**config.mk**
```make
export PLATFORM = sky130hd
export DESIGN_NAME = ifu_fetch_queue
export DESIGN_NICKNAME = d
export VERILOG_FILES = /design/src/rtl/ifu_fetch_queue.sv
export SDC_FILE = /design/constraint.sdc
export NUM_CORES = 1
export LEC_CHECK = 0
export ABC_AREA = 1
export BUFFER_PORTS_ARGS = -buffer_cell sky130_fd_sc_hd__buf_4
export CAP_MARGIN = 10
export CORE_ASPECT_RATIO = 1.1
export CORE_MARGIN = 2
export CORE_UTILIZATION = 53
export DETAILED_ROUTE_END_ITERATION = 16
export GPL_TIMING_DRIVEN = 1
export MAX_ROUTING_LAYER = met4
export PLACE_DENSITY = 0.73
export SYNTH_ARGS = -nofsm -noshare
export SYNTH_HDL_FRONTEND = slang
export SYNTH_SLANG_ARGS = --single-unit
export TNS_END_PERCENT = 30
```
**constraint.sdc**
```tcl
create_clock -name clk -period 5.2 [get_ports clk]
set_clock_uncertainty 0.05 [all_clocks]
set_input_delay 1.04 -clock clk [delete_from_list [all_inputs] [get_ports clk]]
set_output_delay 1.04 -clock clk [all_outputs]
set_load 0.01 [all_outputs]
```
**src/rtl/ifu_fetch_queue.sv**
```systemverilog
// ifu_fetch_queue: decoupled instruction fetch with an in-order request
// path, a PC FIFO for in-flight requests and a DEPTH-entry instruction queue.
// Ports: clk, rst_n (async, active low); redirect_valid/redirect_pc;
//   mem_req_valid/ready/addr; mem_rsp_valid/data; inst_valid/ready, inst, inst_pc.
// Optional: define IFU_PERF_EN to add perf_fetch_cnt/perf_stall_cnt/perf_drop_cnt.
module ifu_fetch_queue #(
    parameter int              XLEN     = 64,
    parameter int              INST_W   = 32,
    parameter int              DEPTH    = 4,
    parameter logic [XLEN-1:0] RESET_PC = XLEN'(64'h8000_0000)
) (
    input  logic              clk,
    input  logic              rst_n,
    input  logic              redirect_valid,
    input  logic [XLEN-1:0]   redirect_pc,
    output logic              mem_req_valid,
    input  logic              mem_req_ready,
    output logic [XLEN-1:0]   mem_req_addr,
    input  logic              mem_rsp_valid,
    input  logic [XLEN-1:0]   mem_rsp_data,
    output logic              inst_valid,
    input  logic              inst_ready,
    output logic [INST_W-1:0] inst,
    output logic [XLEN-1:0]   inst_pc
`ifdef IFU_PERF_EN
    ,
    output logic [63:0]       perf_fetch_cnt,
    output logic [63:0]       perf_stall_cnt,
    output logic [63:0]       perf_drop_cnt
`endif
);

    localparam int AW = $clog2(DEPTH);
    localparam int CW = AW + 1;
    localparam logic [CW:0] DEPTH_U = (CW+1)'(DEPTH);

    typedef enum logic [1:0] {BOOT, RUN, FLUSH} state_t;

    state_t            state, state_nx;
    logic [XLEN-1:0]   fetch_pc;
    logic [CW-1:0]     count, outstanding, drop_cnt;
    logic [CW-1:0]     out_nx, drop_nx;
    logic [CW:0]       used;
    logic [AW-1:0]     pf_wr, pf_rd, q_wr, q_rd;
    logic [XLEN-1:0]   pf_mem [DEPTH];
    logic [XLEN-1:0]   q_pc   [DEPTH];
    logic [INST_W-1:0] q_inst [DEPTH];
    logic              req_fire, rsp_fire, push, pop;
    logic [XLEN-1:0]   rsp_pc;
    logic [INST_W-1:0] rsp_inst;

    // Credit: in-flight requests plus queued entries never exceed DEPTH,
    // so every response has a free queue slot.
    assign used          = {1'b0, outstanding} + {1'b0, count};
    assign mem_req_valid = (state == RUN) && !redirect_valid && (used < DEPTH_U);
    assign mem_req_addr  = fetch_pc;

    assign req_fire = mem_req_valid && mem_req_ready;
    assign rsp_fire = mem_rsp_valid && (outstanding != '0);
    assign pop      = inst_valid && inst_ready;
    assign push     = rsp_fire && !redirect_valid && (drop_cnt == '0);

    assign rsp_pc = pf_mem[pf_rd];

    generate
        if (INST_W == XLEN) begin : g_full
            assign rsp_inst = mem_rsp_data;
        end else begin : g_half
            assign rsp_inst = rsp_pc[2] ? mem_rsp_data[XLEN-1:INST_W]
                                        : mem_rsp_data[INST_W-1:0];
        end
    endgenerate

    assign inst_valid = (count != '0);
    assign inst       = inst_valid ? q_inst[q_rd] : '0;
    assign inst_pc    = inst_valid ? q_pc[q_rd]   : '0;

    always_comb begin
        out_nx   = outstanding + CW'(req_fire) - CW'(rsp_fire);
        drop_nx  = drop_cnt;
        state_nx = state;
        // Everything still in flight after a redirect is stale.
        if (redirect_valid) begin
            drop_nx = out_nx;
        end else if (rsp_fire && (drop_cnt != '0)) begin
            drop_nx = drop_cnt - CW'(1);
        end
        case (state)
            BOOT:    state_nx = RUN;
            RUN:     if (redirect_valid && (out_nx != '0)) state_nx = FLUSH;
            FLUSH:   if (drop_nx == '0) state_nx = RUN;
            default: state_nx = BOOT;
        endcase
    end

    always_ff @(posedge clk or negedge rst_n) begin
        if (!rst_n) begin
            state       <= BOOT;
            fetch_pc    <= RESET_PC;
            count       <= '0;
            outstanding <= '0;
            drop_cnt    <= '0;
            pf_wr       <= '0;
            pf_rd       <= '0;
            q_wr        <= '0;
            q_rd        <= '0;
        end else begin
            state       <= state_nx;
            outstanding <= out_nx;
            drop_cnt    <= drop_nx;
            if (redirect_valid) begin
                fetch_pc <= redirect_pc & ~XLEN'(3);
            end else if (req_fire) begin
                fetch_pc <= fetch_pc + XLEN'(4);
            end
            if (req_fire) pf_wr <= pf_wr + AW'(1);
            if (rsp_fire) pf_rd <= pf_rd + AW'(1);
            if (redirect_valid) begin
                count <= '0;
                q_rd  <= q_wr;
            end else begin
                if (push) q_wr <= q_wr + AW'(1);
                if (pop)  q_rd <= q_rd + AW'(1);
                count <= count + CW'(push) - CW'(pop);
            end
        end
    end

    always_ff @(posedge clk) begin
        if (req_fire) pf_mem[pf_wr] <= fetch_pc;
        if (push) begin
            q_pc[q_wr]   <= rsp_pc;
            q_inst[q_wr] <= rsp_inst;
        end
    end

`ifdef IFU_PERF_EN
    always_ff @(posedge clk or negedge rst_n) begin
        if (!rst_n) begin
            perf_fetch_cnt <= '0;
            perf_stall_cnt <= '0;
            perf_drop_cnt  <= '0;
        end else begin
            if (req_fire && (perf_fetch_cnt != '1))
                perf_fetch_cnt <= perf_fetch_cnt + 64'd1;
            if ((state == RUN) && !inst_valid && (perf_stall_cnt != '1))
                perf_stall_cnt <= perf_stall_cnt + 64'd1;
            if (rsp_fire && !push && (perf_drop_cnt != '1))
                perf_drop_cnt <= perf_drop_cnt + 64'd1;
        end
    end
`endif

endmodule

```
# Word level (Yosys, flattened, before mapping)
# Memories as Yosys holds them, arrays and structs flattened.
# Cells that the tools add are included.
[word_totals] ff_bits=83 ram_bits=640 input_bits=134 output_inout_bits=162 wordCells=67 memories=3
[memory_table] name="pf_mem" words=4 word_bits=64 rd=1 rd_ports_with_merged_regs=0 write_ports=1 line="45" source="logic [XLEN-1:0] pf_mem [DEPTH];"
[memory_table] name="q_pc" words=4 word_bits=64 rd=1 rd_ports_with_merged_regs=0 write_ports=1 line="46" source="logic [XLEN-1:0] q_pc [DEPTH];"
[memory_table] name="q_inst" words=4 word_bits=32 rd=1 rd_ports_with_merged_regs=0 write_ports=1 line="47" source="logic [INST_W-1:0] q_inst [DEPTH];"
[classes] addsub=11 magnitude_cmp=1 n_eq_ne=4 mux=17 bitwise=1 n_reduce_logical=21
[ops] cell="$mux W64" n=3
[ops] cell="$add A64 B3 Y64 const B" n=1
[ops] cell="$mux W32" n=2
[ops] cell="$reduce_bool A3 Y1" n=4
[ops] cell="$logic_and A1 B1 Y1" n=9
[ops] cell="$mux W3" n=3
[ops] cell="$add A2 B1 Y2 const B" n=4
[ops] cell="$mux W2" n=4
[ops] cell="$add A3 B1 Y3" n=2
[ops] cell="$logic_not A3 Y1" n=2
[ops] cell="$pmux W2 S3" n=1
[ops] cell="$sub A3 B1 Y3" n=2
[ops] cell="$add A3 B3 Y4" n=1
[ops] cell="$lt A4 B3 Y1 const B" n=1
[ops] cell="$mux W1" n=4
[ops] cell="$reduce_and A2 Y1" n=2
[ops] cell="$reduce_bool A2 Y1" n=2
[ops] cell="$sub A3 B1 Y3 const B" n=1
[ops] cell="$eq A2 B1 Y1 const B" n=1
[ops] cell="$eq A2 B2 Y1 const B" n=1
[ops] cell="$logic_not A2 Y1" n=1
[ops] cell="$ne A2 B1 Y1 const B" n=1
[ops] cell="$ne A2 B2 Y1 const B" n=1
[ops] cell="$logic_not A1 Y1" n=1
[ops] cell="$not A1 Y1" n=1

# Longest topological paths before layout
# Gate-level depths: netlist of run 1.
[depth] ltp_word=10 ltp_mapped=19 ltp_nobuf=18

# Worst setup path before layout of run 1
# No wires, ideal clock.
[synth_timing] path_type="input-to-reg" start="input redirect_valid" end="memory q_inst[0][0], enable pin" setup_time_ns=0.548 t_arrival_ns=5.746 required_ns=4.602 slack_ns=-1.144 path_stages=5 n_path_buf=2 path_cell_list="buf_4 inv_1 buf_2 nand4_1 nor2_1"
[synth_via] elab_chain_cells=5
[synth_lines] element="start: declaration" line="14" source="input logic redirect_valid,"
[synth_lines] element="$logic_not A1 Y1" line="61" source="assign push = rsp_fire && !redirect_valid && (drop_cnt == '0);"
[synth_lines] element="$logic_and A1 B1 Y1 (2 in a row)" line="61"
[synth_lines] element="$mux W1" line="131" source="if (push) begin"
[synth_lines] element="$mux W1 (implied by the code)" line="133" source="q_inst[q_wr] <= rsp_inst;"
[synth_lines] element="end: declaration" line="47"
# Every way passes these cells.

# Worst setup path after layout of run 1
[layout_timing] start="register q_rd[0]" end="output inst[31]"
[layout_via] elab_chain_cells=2
[layout_lines] element="start: declaration" line="44" source="logic [AW-1:0] pf_wr, pf_rd, q_wr, q_rd;"
[layout_lines] element="start signal: assignment" line="120" source="q_rd <= q_wr;"
[layout_lines] element="start signal: assignment" line="123" source="if (pop) q_rd <= q_rd + AW'(1);"
[layout_lines] element="$mem_v2 Z4 W32"
[layout_lines] element="$mux W32" line="75" source="assign inst = inst_valid ? q_inst[q_rd] : '0;"
[layout_lines] element="end: declaration" line="23" source="output logic [INST_W-1:0] inst,"
# Every way passes these cells.

==> results of run 1 <==
==> cell families after synthesis <==
family / count (synthesis) / share of synthesized area
AND/OR/NAND/NOR: 1140 / 0.152
flip-flops: 705 / 0.691
AO/OA/AOI/OAI: 549 / 0.0960
buffers and inverters: 306 / 0.0403
XOR/XNOR: 40 / 0.0117
adder cells (fa/ha/maj): 19 / 0.00841
other: 1 / 0.000125
==> worst max path at each step <==
stage,slack (ps),from,to,cells past startpoint
after detailed placement,1470,redirect_valid,state[1],14
after floorplan,-1140,redirect_valid,q_inst[0][0],5
after global placement,1530,q_rd[0],inst[5],5
after CTS,830,q_rd[0],inst_pc[39],4
final,860,q_rd[0],inst[31],5
after global routing,660,q_rd[0],inst[10],5
==> worst max-delay path: stages (launching register included) <==
cell	delay, ps
dfrtp_4	780
inv_6	920
buf_4	390
o21ai_0	140
a21oi_1	180
buf_4	150
==> power breakdown <==
group          internal (W)  total (W)  switching [W]
Sequential          0.00719    0.00778       0.000594
Clock               0.00264    0.00474        0.00210
Combinational       0.00206    0.00625        0.00419
==> placed cells by master (no fill, tap or decap), drive strengths merged <==
cell type | synthesis | final
conb | 1 | 4
nor2 | 612 | 612
o21ai | 362 | 362
xor2 | 36 | 36
inv | 164 | 168
buf | 55 | 319
a21oi | 102 | 102
dfstp | 1 | 1
nand4 | 22 | 22
bufinv | 0 | 1
and2 | 2 | 2
nor4 | 1 | 1
fa | 2 | 2
clkbuf | 86 | 86
nand3 | 62 | 62
o21bai | 5 | 5
dfrtp | 80 | 80
clkinvlp | 0 | 4
nor3 | 29 | 29
edfxtp | 624 | 624
ha | 17 | 17
o31ai | 1 | 1
a211oi | 1 | 1
o221ai | 5 | 5
a31oi | 2 | 2
o22ai | 62 | 62
o211ai | 9 | 9
xnor2 | 4 | 4
nand2 | 410 | 410
clkinv | 1 | 33
nor3b | 2 | 2
==> through the flow <==
stage,util,cells,setup WS [ps]
2_1_floorplan,-,2763,-1140
3_3_place_gp,0.588,3685,1530
3_5_place_dp,0.588,3685,1470
4_1_cts,0.627,3812,828
5_1_grt,0.627,3812,659
6_report,0.627,3812,856
==> final cells by class <==
type                       instances  area share
inverter                         165      0.0178
clock buffer                      86      0.0534
clock inverter                    41     0.00812
tap                              744      0.0265
multi-input combinational       1752       0.232
timing repair buffer             319      0.0707
sequential                       705       0.591
==> cells in the mapped netlist (3+ instances only) <==
| cell type | count | area share |
|---|---|---|
| o21ai_1 | 6 | 0.0010 |
| buf_1 | 16 | 0.0020 |
| ha_1 | 17 | 0.0071 |
| o21ai_0 | 356 | 0.059 |
| xor2_1 | 36 | 0.010 |
| dfrtp_1 | 80 | 0.067 |
| o211ai_1 | 9 | 0.0022 |
| buf_4 | 6 | 0.0015 |
| nor3_2 | 3 | 0.0010 |
| o21bai_1 | 5 | 0.0012 |
| nand2_2 | 6 | 0.0012 |
| nand3_1 | 58 | 0.0097 |
| nor2_2 | 6 | 0.0012 |
| inv_2 | 4 | 0.00050 |
| o221ai_1 | 5 | 0.0015 |
| o22ai_1 | 62 | 0.013 |
| nand4_1 | 22 | 0.0046 |
| nor3_1 | 24 | 0.0040 |
| a21oi_1 | 102 | 0.017 |
| nor2_1 | 604 | 0.075 |
| nand2_1 | 404 | 0.050 |
| buf_2 | 33 | 0.0055 |
| edfxtp_1 | 624 | 0.62 |
| clkbuf_1 | 86 | 0.011 |
| xnor2_1 | 4 | 0.0012 |
| inv_1 | 160 | 0.020 |
==> registers in the layout, indices dropped and copies added, names as in the netlist <==
register and cells:
q_inst 128, q_pc 248, pf_rd 2, outstanding 3, pf_mem 248, state 2
mem_req_addr 62, pf_wr 2, q_rd 2, q_wr 2, count 3, drop_cnt 3
==> routing by layer <==
layer / up-vias / wire [um] / GRT usage
met5: - / 0 / -
met4: 0 / 2560 / 0.108
met3: 126 / 5680 / 0.0330
met2: 911 / 39300 / 0.455
met1: 10400 / 32900 / 0.366
li1: 9991 / - / -
==> reports/metrics.yaml, run 1 <==
clock_tree:
  hold_buffers: 0
  cts.sinks: 705
  post_cts_buffers: 0
  tritoncts: "built"
  cts.path.max_buffers: 3
  numCtsBuffers: 70
  clk_pin_slew_worst_paths_ps: 60
  cts_resized: 0
  clk_latency_ps: 610
  htreeDepth: 3
  root_buffer: "clkbuf_16"
grt:
  grt_max_degree: 170
  grt_pass1_wl_um: 119000
  antenna_found_initial: 0
  track_usage: 0.280
  grt_overflow: 0
  grt_pass1_vias: 20400
timing:
  maxSlewViolCount: 0
  setup_tns_ps: 0
  max_slew.worst_pin.slew_ps: 1210
  period_minus_slack_ps: 4340
  setup_violations: 0
  fmax_ghz: 0.230
  rsz0062_at_grt: "no"
  relSlewSlack: 0.190
  holdWs_ps: 398
  fin_crit_sh: 0.835
  timing_hold_violations_final: 0
die:
  rows: 91
  die_area_um2: 58600
  coreArea_um2: 56000
  fp.dieH_um: 254
  io-pin-count: 296
  start_util: 0.536
  die_w_um: 231
drt:
  routed_via_density: 5.63
  drt_iter0_drc: 1794
  vias: 21500
  firstDrtPassIters: 7
  ant_nets: 0
  wl_um: 80400
  drc_errors: 0
  wl_per_cell_um: 21.1
yosys:
  synthesis.area_um2: 30100
  ys_seq_area_frac: 0.691
  synthArstFlopShare: 0.115
  ys_types: 40
  synth-seq-cells: 705
  synth-edff-count: 624
  synthCells: 2760
  yosysWarningCount: 0
  synth_flop_cell: "edfxtp_1"
  synth_area_per_cell_um2: 10.9
cells_and_area:
  finalInstanceArea_um2: 35100
  nFillCells: 4400
  diodes: 0
  drive_gt1_frac: 0.150
  regArea_um2: 20800
  layout.nets: 3166
  area_growth_pct: 16.9
  multi_input_area_um2: 8150
power_and_ir_drop:
  p_per_area_nw_per_um2: 534
  p_total_w: 0.0188
  peakVddDrop_v: 0.000594
  leakage_nw: 13.1
critical_path:
  ff2ff_setup_slack_ps: 1890
  cp-start-kind: "flip-flop"
  r2r.worst_path.cells: 9
  critPathArrivalTime_ps: 3250
  worstSetupPathType: "flip-flop to output port"
  crit_path_end_kind: "output port"
  r2r_start: "pf_rd[0]"
  cp_max_fo: 169
  rr_endpoint: "q_inst[3][1]"
  required_ps: 4110
run:
  drv_cap: 0
place:
  place_area_um2: 33000
  dp_hpwl_um: 50000
  place_congestion: 0.957
  port-buffer-count: 289
hold_path:
  min_path_type: "primary input to async pin"
run_status:
  outcome: "complete, no violations"
(Power assumes the default switching activity.)
==> run 2, diff against run 1 <==
- CORE_UTILIZATION: 53 -> 59
- PLACE_DENSITY: 0.73 -> 0.77
- clock period: 5.2 -> 4.11 ns (I/O delays scaled with it)
==> run 2 against run 1 <==
  * Global-route usage increased by 3.6 points
  * Clock power increased by 32%
  * Sequential cell count unchanged
  * Worst setup slack got worse by 600 ps
  * Cell count decreased by 2.0%
  * Register-to-register slack got worse by 870 ps
  * Via count increased by 2.1%
  * Final area increased by 0.58%
  * Core utilization increased by 7.6 points
  * Combinational power increased by 30%
  * First-iteration DRC count increased by 35%
  * Wire length increased by 0.58%
  * Largest cell class unchanged
  * Highest routed layer unchanged
==> reports/metrics.yaml, run 2 (same netlist as run 1, synthesis figures left out) <==
power_and_ir_drop:
  p_per_area_nw_per_um2: 682  # was 534 nW/um2
  switching_share: 0.361  # was 0.367
  p_int_w: 0.0154  # was 0.0119 W
  p_clk_frac: 0.260  # was 0.252
  power_frac_comb: 0.337  # was 0.333
  seqPwrFrac: 0.403  # was 0.415
  leakage_nw: 13.2  # was 13.1 nW
  peakVddDrop_v: 0.000569  # was 0.000594 V
  power.switching_w: 0.00869  # was 0.00688 W
cells_and_area:
  regArea_um2: 20800  # about the same
  nFillCells: 3518  # was 4400
  final_common_cell: "edfxtp_1"  # unchanged
  drive_gt1_frac: 0.154  # was 0.150
  reg_top3: "pf_mem (248), q_pc (248), q_inst (128)"  # unchanged
  area_growth_pct: 17.6  # was 16.9%
  layout.nets: 3177  # was 3166
  diodes: 0  # unchanged
  finalInstanceArea_um2: 35300  # was 35100 um2
  multi_input_area_um2: 8150  # unchanged
  layout_common_cells: "624 x edfxtp_1, 595 x nor2_1, 404 x nand2_1, 356 x o21ai_0, 314 x buf_4"  # was 624 x edfxtp_1, 595 x nor2_1, 404 x nand2_1, 356 x o21ai_0, 312 x buf_4
  final_cell_count_no_fill: 3736  # was 3812
run_status:
  outcome: "complete, no violations"  # unchanged
critical_path:
  r2r.worst_path.cells: 8  # was 9
  rr_endpoint: "q_inst[2][1]"  # was q_inst[3][1]
  ff2ff_setup_slack_ps: 1020  # was 1890 ps
  r2r_start: "pf_rd[0]"  # unchanged
  cp-start-kind: "flip-flop"  # unchanged
  required_ps: 3240  # was 4110 ps
  worstSetupPathType: "flip-flop to output port"  # unchanged
  crit_path_end_kind: "output port"  # unchanged
  critPathArrivalTime_ps: 2980  # was 3250 ps
  cp_max_fo: 78  # was 169
clock_tree:
  cts.path.max_buffers: 3  # unchanged
  clk_latency_ps: 600  # was 610 ps
  post_cts_buffers: 0  # unchanged
  cts.sinks: 705  # unchanged
  htreeDepth: 3  # unchanged
  numCtsBuffers: 68  # was 70
  root_buffer: "clkbuf_16"  # unchanged
  hold_buffers: 0  # unchanged
  tritoncts: "built"  # unchanged
  clk_pin_slew_worst_paths_ps: 60  # about the same
  cts_resized: 0  # unchanged
die:
  start_util: 0.598  # was 0.536
  fp.dieH_um: 241  # was 254 um
  die_area_um2: 52800  # was 58600 um2
  io-pin-count: 296  # unchanged
  die_w_um: 219  # was 231 um
  rows: 86  # was 91
  coreArea_um2: 50300  # was 56000 um2
timing:
  period_minus_slack_ps: 3850
  fin_crit_sh: 0.937
  relSlewSlack: 0.238  # was 0.190
  setup_violations: 0  # unchanged
  fmax_ghz: 0.260
  holdWs_ps: 297  # was 398 ps
  max_slew.worst_pin.slew_ps: 1140  # was 1210 ps
  rsz0062_at_grt: "no"  # unchanged
  worst_slack_ps: 257  # was 856 ps
  timing_hold_violations_final: 0  # unchanged
  maxSlewViolCount: 0  # unchanged
place:
  place_area_um2: 33100  # was 33000 um2
  port-buffer-count: 289  # unchanged
  dp.cells: 3614  # was 3685
  place_congestion: 0.954  # was 0.957
  place_ws_ps: 742  # was 1470 ps
  dp_hpwl_um: 50700  # was 50000 um
drt:
  drc_errors: 0  # unchanged
  ant_nets: 0  # unchanged
  vias: 21900  # was 21500
  firstDrtPassIters: 6  # was 7
  drt_iter0_drc: 2425  # was 1794
  wl_um: 80900  # was 80400 um
  wl_per_cell_um: 21.7  # was 21.1 um
  routed_via_density: 5.86  # was 5.63
hold_path:
  min_path_type: "primary input to async pin"  # unchanged
grt:
  grt_pass1_wl_um: 121000  # was 119000 um
  grt_pass1_vias: 21300  # was 20400
  antenna_found_initial: 0  # unchanged
  track_usage: 0.316  # was 0.280
  grt_overflow: 0  # unchanged
  grt_max_degree: 125  # was 170
run:
  drv_cap: 0  # unchanged
run 2: cell types whose count changed in the layout (fill, tap and decap cells not counted), sizes merged:
cell,delta
clkinvlp,-2
clkinv,-11
clkbuf,+3
bufinv,+5
buf,+13
run 2: metrics by stage:
stage                     power (W)  TNS, ps  utilization
after global placement       0.0175        0        0.658
final                        0.0241        0        0.703
after detailed placement     0.0179        0        0.658
after CTS                    0.0241        0        0.703
after floorplan              0.0143  -177890            -
after global routing         0.0253        0        0.703
run 2: critical path, cell delays in order (launching register included):
cell and delay [ps]:
dfrtp_4 780, inv_4 440, buf_6 450, o21ai_0 230
a21oi_1 200, buf_4 170
run 2: layout make-up:
class | count | area share
Sequential cell | 705 | 0.588
Multi-Input combinational cell | 1752 | 0.231
Timing Repair Buffer | 332 | 0.0767
Clock buffer | 89 | 0.0530
Tap cell | 660 | 0.0234
Inverter | 165 | 0.0176
Clock inverter | 33 | 0.0104
run 2: metal layers:
metal	up-vias	global-route usage	routed length, um
met5	-	-	0
met1	10600	0.411	32200
li1	10000	-	-
met3	167	0.0396	6470
met2	1088	0.515	39400
met4	0	0.120	2820
run 2: power by group through the flow:
| stage | registers (W) | logic (W) | clock network, W |
|---|---|---|---|
| after detailed placement | 0.00985 | 0.00803 | 0 |
| after CTS | 0.00970 | 0.00811 | 0.00634 |
| after global placement | 0.00981 | 0.00773 | 0 |
| after global routing | 0.00977 | 0.00892 | 0.00658 |
| final | 0.00972 | 0.00812 | 0.00627 |
| after floorplan | 0.00957 | 0.00470 | 0 |
run 2: how the worst max path moves through the flow:
stage | from | endpoint | slack, ps
detailed placement | q_rd[0] | inst[13] | 740
CTS | q_rd[0] | inst_pc[37] | 50
global route | q_rd[0] | inst_pc[37] | 70
global placement | q_rd[0] | inst[17] | 810
floorplan | redirect_valid | pf_mem[0][10] | -720
finish | q_rd[0] | inst_pc[37] | 260
==> run 3, diff against run 2 <==
- CORE_ASPECT_RATIO: 1.1 -> not set
==> run 3 against run 2 <==
  * Clock power down 0.8%
  * Maximum frequency up 7.8%
  * Non-clock buffer count up 10
  * Via count about the same
  * Critical path type unchanged
  * First-iteration DRC count up 8.8%
==> reports/metrics.yaml, run 3 (same netlist as run 1, synthesis figures left out) <==
run_status:
  outcome: "complete, no violations"  # unchanged
grt:
  grt_pass1_vias: 21100  # was 21300
  grt_max_degree: 190  # was 125
  track_usage: 0.313  # was 0.316
  antenna_found_initial: 1  # was 0
  grt_pass1_wl_um: 121000  # about the same
  grt_overflow: 0  # unchanged
cells_and_area:
  final_cell_count_no_fill: 3763  # was 3736
  regArea_um2: 20800  # about the same
  reg_top3: "pf_mem (248), q_pc (248), q_inst (128)"  # unchanged
  area_growth_pct: 17.9  # was 17.6%
  layout_common_cells: "624 x edfxtp_1, 595 x nor2_1, 404 x nand2_1, 356 x o21ai_0, 323 x buf_4"  # was 624 x edfxtp_1, 595 x nor2_1, 404 x nand2_1, 356 x o21ai_0, 314 x buf_4
  multi_input_area_um2: 8150  # unchanged
  drive_gt1_frac: 0.154  # about the same
  final_common_cell: "edfxtp_1"  # unchanged
  nFillCells: 3445  # was 3518
  layout.nets: 3188  # was 3177
critical_path:
  worstPathCellList: "inv_4 > buf_4 > o21ai_0 > a21oi_1 > buf_4"  # was inv_4 > buf_6 > o21ai_0 > a21oi_1 > buf_4
  cp-start-kind: "flip-flop"  # unchanged
  worstSetupPathType: "flip-flop to output port"  # unchanged
  cp_max_fo: 67  # was 78
  crit_path_end_kind: "output port"  # unchanged
  critPathMostFrequentCell: "buf_4"
  cp_slowest_cell: "buf_4"  # was dfrtp_4
  critPathArrivalTime_ps: 2700  # was 2980 ps
  required_ps: 3240  # about the same
  cpPeakStageDelay_ps: 510  # was 780 ps
clock_tree:
  htreeDepth: 3  # unchanged
  numCtsBuffers: 69  # was 68
  clk_latency_ps: 600  # about the same
  cts.path.max_buffers: 3  # unchanged
  cts_resized: 0  # unchanged
  clk_pin_slew_worst_paths_ps: 60  # about the same
  cts.sinks: 705  # unchanged
  hold_buffers: 0  # unchanged
  root_buffer: "clkbuf_16"  # unchanged
  tritoncts: "built"  # unchanged
  post_cts_buffers: 0  # unchanged
timing:
  timing_hold_violations_final: 0  # unchanged
  relSlewSlack: 0.294  # was 0.238
  period_minus_slack_ps: 3570  # was 3850 ps
  rsz0062_at_grt: "no"  # unchanged
  setup_violations: 0  # unchanged
  holdWs_ps: 325  # was 297 ps
  max_slew.worst_pin.slew_ps: 1060  # was 1140 ps
  fmax_ghz: 0.280  # was 0.260 GHz
  fin_crit_sh: 0.869  # was 0.937
  maxSlewViolCount: 0  # unchanged
drt:
  drc_errors: 0  # unchanged
  drt_iter0_drc: 2638  # was 2425
  wl_per_cell_um: 21.4  # was 21.7 um
  firstDrtPassIters: 5  # was 6
  ant_nets: 0  # unchanged
  routed_via_density: 5.82  # was 5.86
  vias: 21900  # about the same
  wl_um: 80500  # was 80900 um
power_and_ir_drop:
  p_total_w: 0.0241  # about the same
  p_per_area_nw_per_um2: 680  # was 682 nW/um2
  leakage_nw: 13.3  # was 13.2 nW
  peakVddDrop_v: 0.000435  # was 0.000569 V
place:
  port-buffer-count: 289  # unchanged
  dp.cells: 3635  # was 3614
  dp_hpwl_um: 51400  # was 50700 um
  place_congestion: 0.933  # was 0.954
die:
  start_util: 0.599  # was 0.598
  die_area_um2: 52800  # about the same
  io-pin-count: 296  # unchanged
  fp.dieH_um: 230  # was 241 um
  coreArea_um2: 50200  # was 50300 um2
  rows: 82  # was 86
  die_w_um: 230  # was 219 um
run:
  drv_cap: 0  # unchanged
hold_path:
  min_path_type: "primary input to async pin"  # unchanged
## run 3: cell count changes in the layout (fill, tap and decap cells not counted), moves of 2 or more
cell / before / now
buf_4: 314 / 323
clkbuf_1: 14 / 12
clkbuf_16: 70 / 72
clkbuf_8: 5 / 0
clkinv_1: 9 / 21
clkinvlp_4: 2 / 4
inv_6: 3 / 0
## run 3: stage by stage
| step | instance area (um2) | setup TNS (ps) | setup slack (ps) | utilization |
|---|---|---|---|---|
| 6_report | 35400 | 0 | 537 | 0.706 |
| 3_5_place_dp | 33200 | 0 | 890 | 0.661 |
| 3_3_place_gp | 33200 | 0 | 909 | 0.661 |
| 4_1_cts | 35400 | 0 | 540 | 0.706 |
| 5_1_grt | 35400 | 0 | 322 | 0.706 |
| 2_1_floorplan | 30100 | -177890 | -717 | - |
## run 3: final timing paths
path / from / end / slack (ps) / cells after the start
setup / recovery: q_rd[0] / inst[19] / 540 / 5
hold / removal: rst_n / mem_req_addr[44] / 320 / 1
setup reg to reg: count[2] / state[1] / 1180 / 14
hold reg to reg: state[0] / state[0] / 500 / 3
max in group asynchronous: rst_n / mem_req_addr[8] / 2860 / 2
min in group clk: redirect_pc[33] / mem_req_addr[33] / 390 / 3
## run 3: layer usage
| layer | GRT usage | part of all wire | routed length [um] | vias to the layer above |
|---|---|---|---|---|
| li1 | - | - | - | 10100 |
| met1 | 0.426 | 0.41 | 32600 | 10600 |
| met2 | 0.492 | 0.48 | 38600 | 1111 |
| met3 | 0.0434 | 0.087 | 6970 | 141 |
| met4 | 0.110 | 0.028 | 2280 | 0 |
| met5 | - | 0 | 0 | - |
## run 3: layout make-up
| cell class | instances | share of cell area |
|---|---|---|
| multi-input cells | 1752 | 0.230 |
| flip-flops and latches | 705 | 0.586 |
| clock buffers | 84 | 0.0521 |
| inverters | 165 | 0.0175 |
| repair buffers | 342 | 0.0794 |
| clock inverters | 42 | 0.0108 |
| diodes | 1 | 0.0000706 |
| well taps | 672 | 0.0237 |
## run 3: worst max-delay path, delay by kind of cell, from the launching register on
kind / cells / cell delay [ps]
AOI/OAI and AO/OA: 2 / 420
DFF: 1 / 500
buffers and inverters: 3 / 1150
## run 3: report_power, final
part           total, W  internal [W]  switching (W)  leakage, nW
sequential      0.00969       0.00909       0.000596         6.60
clock           0.00622       0.00359        0.00263         1.07
combinational   0.00820       0.00272        0.00548         5.59
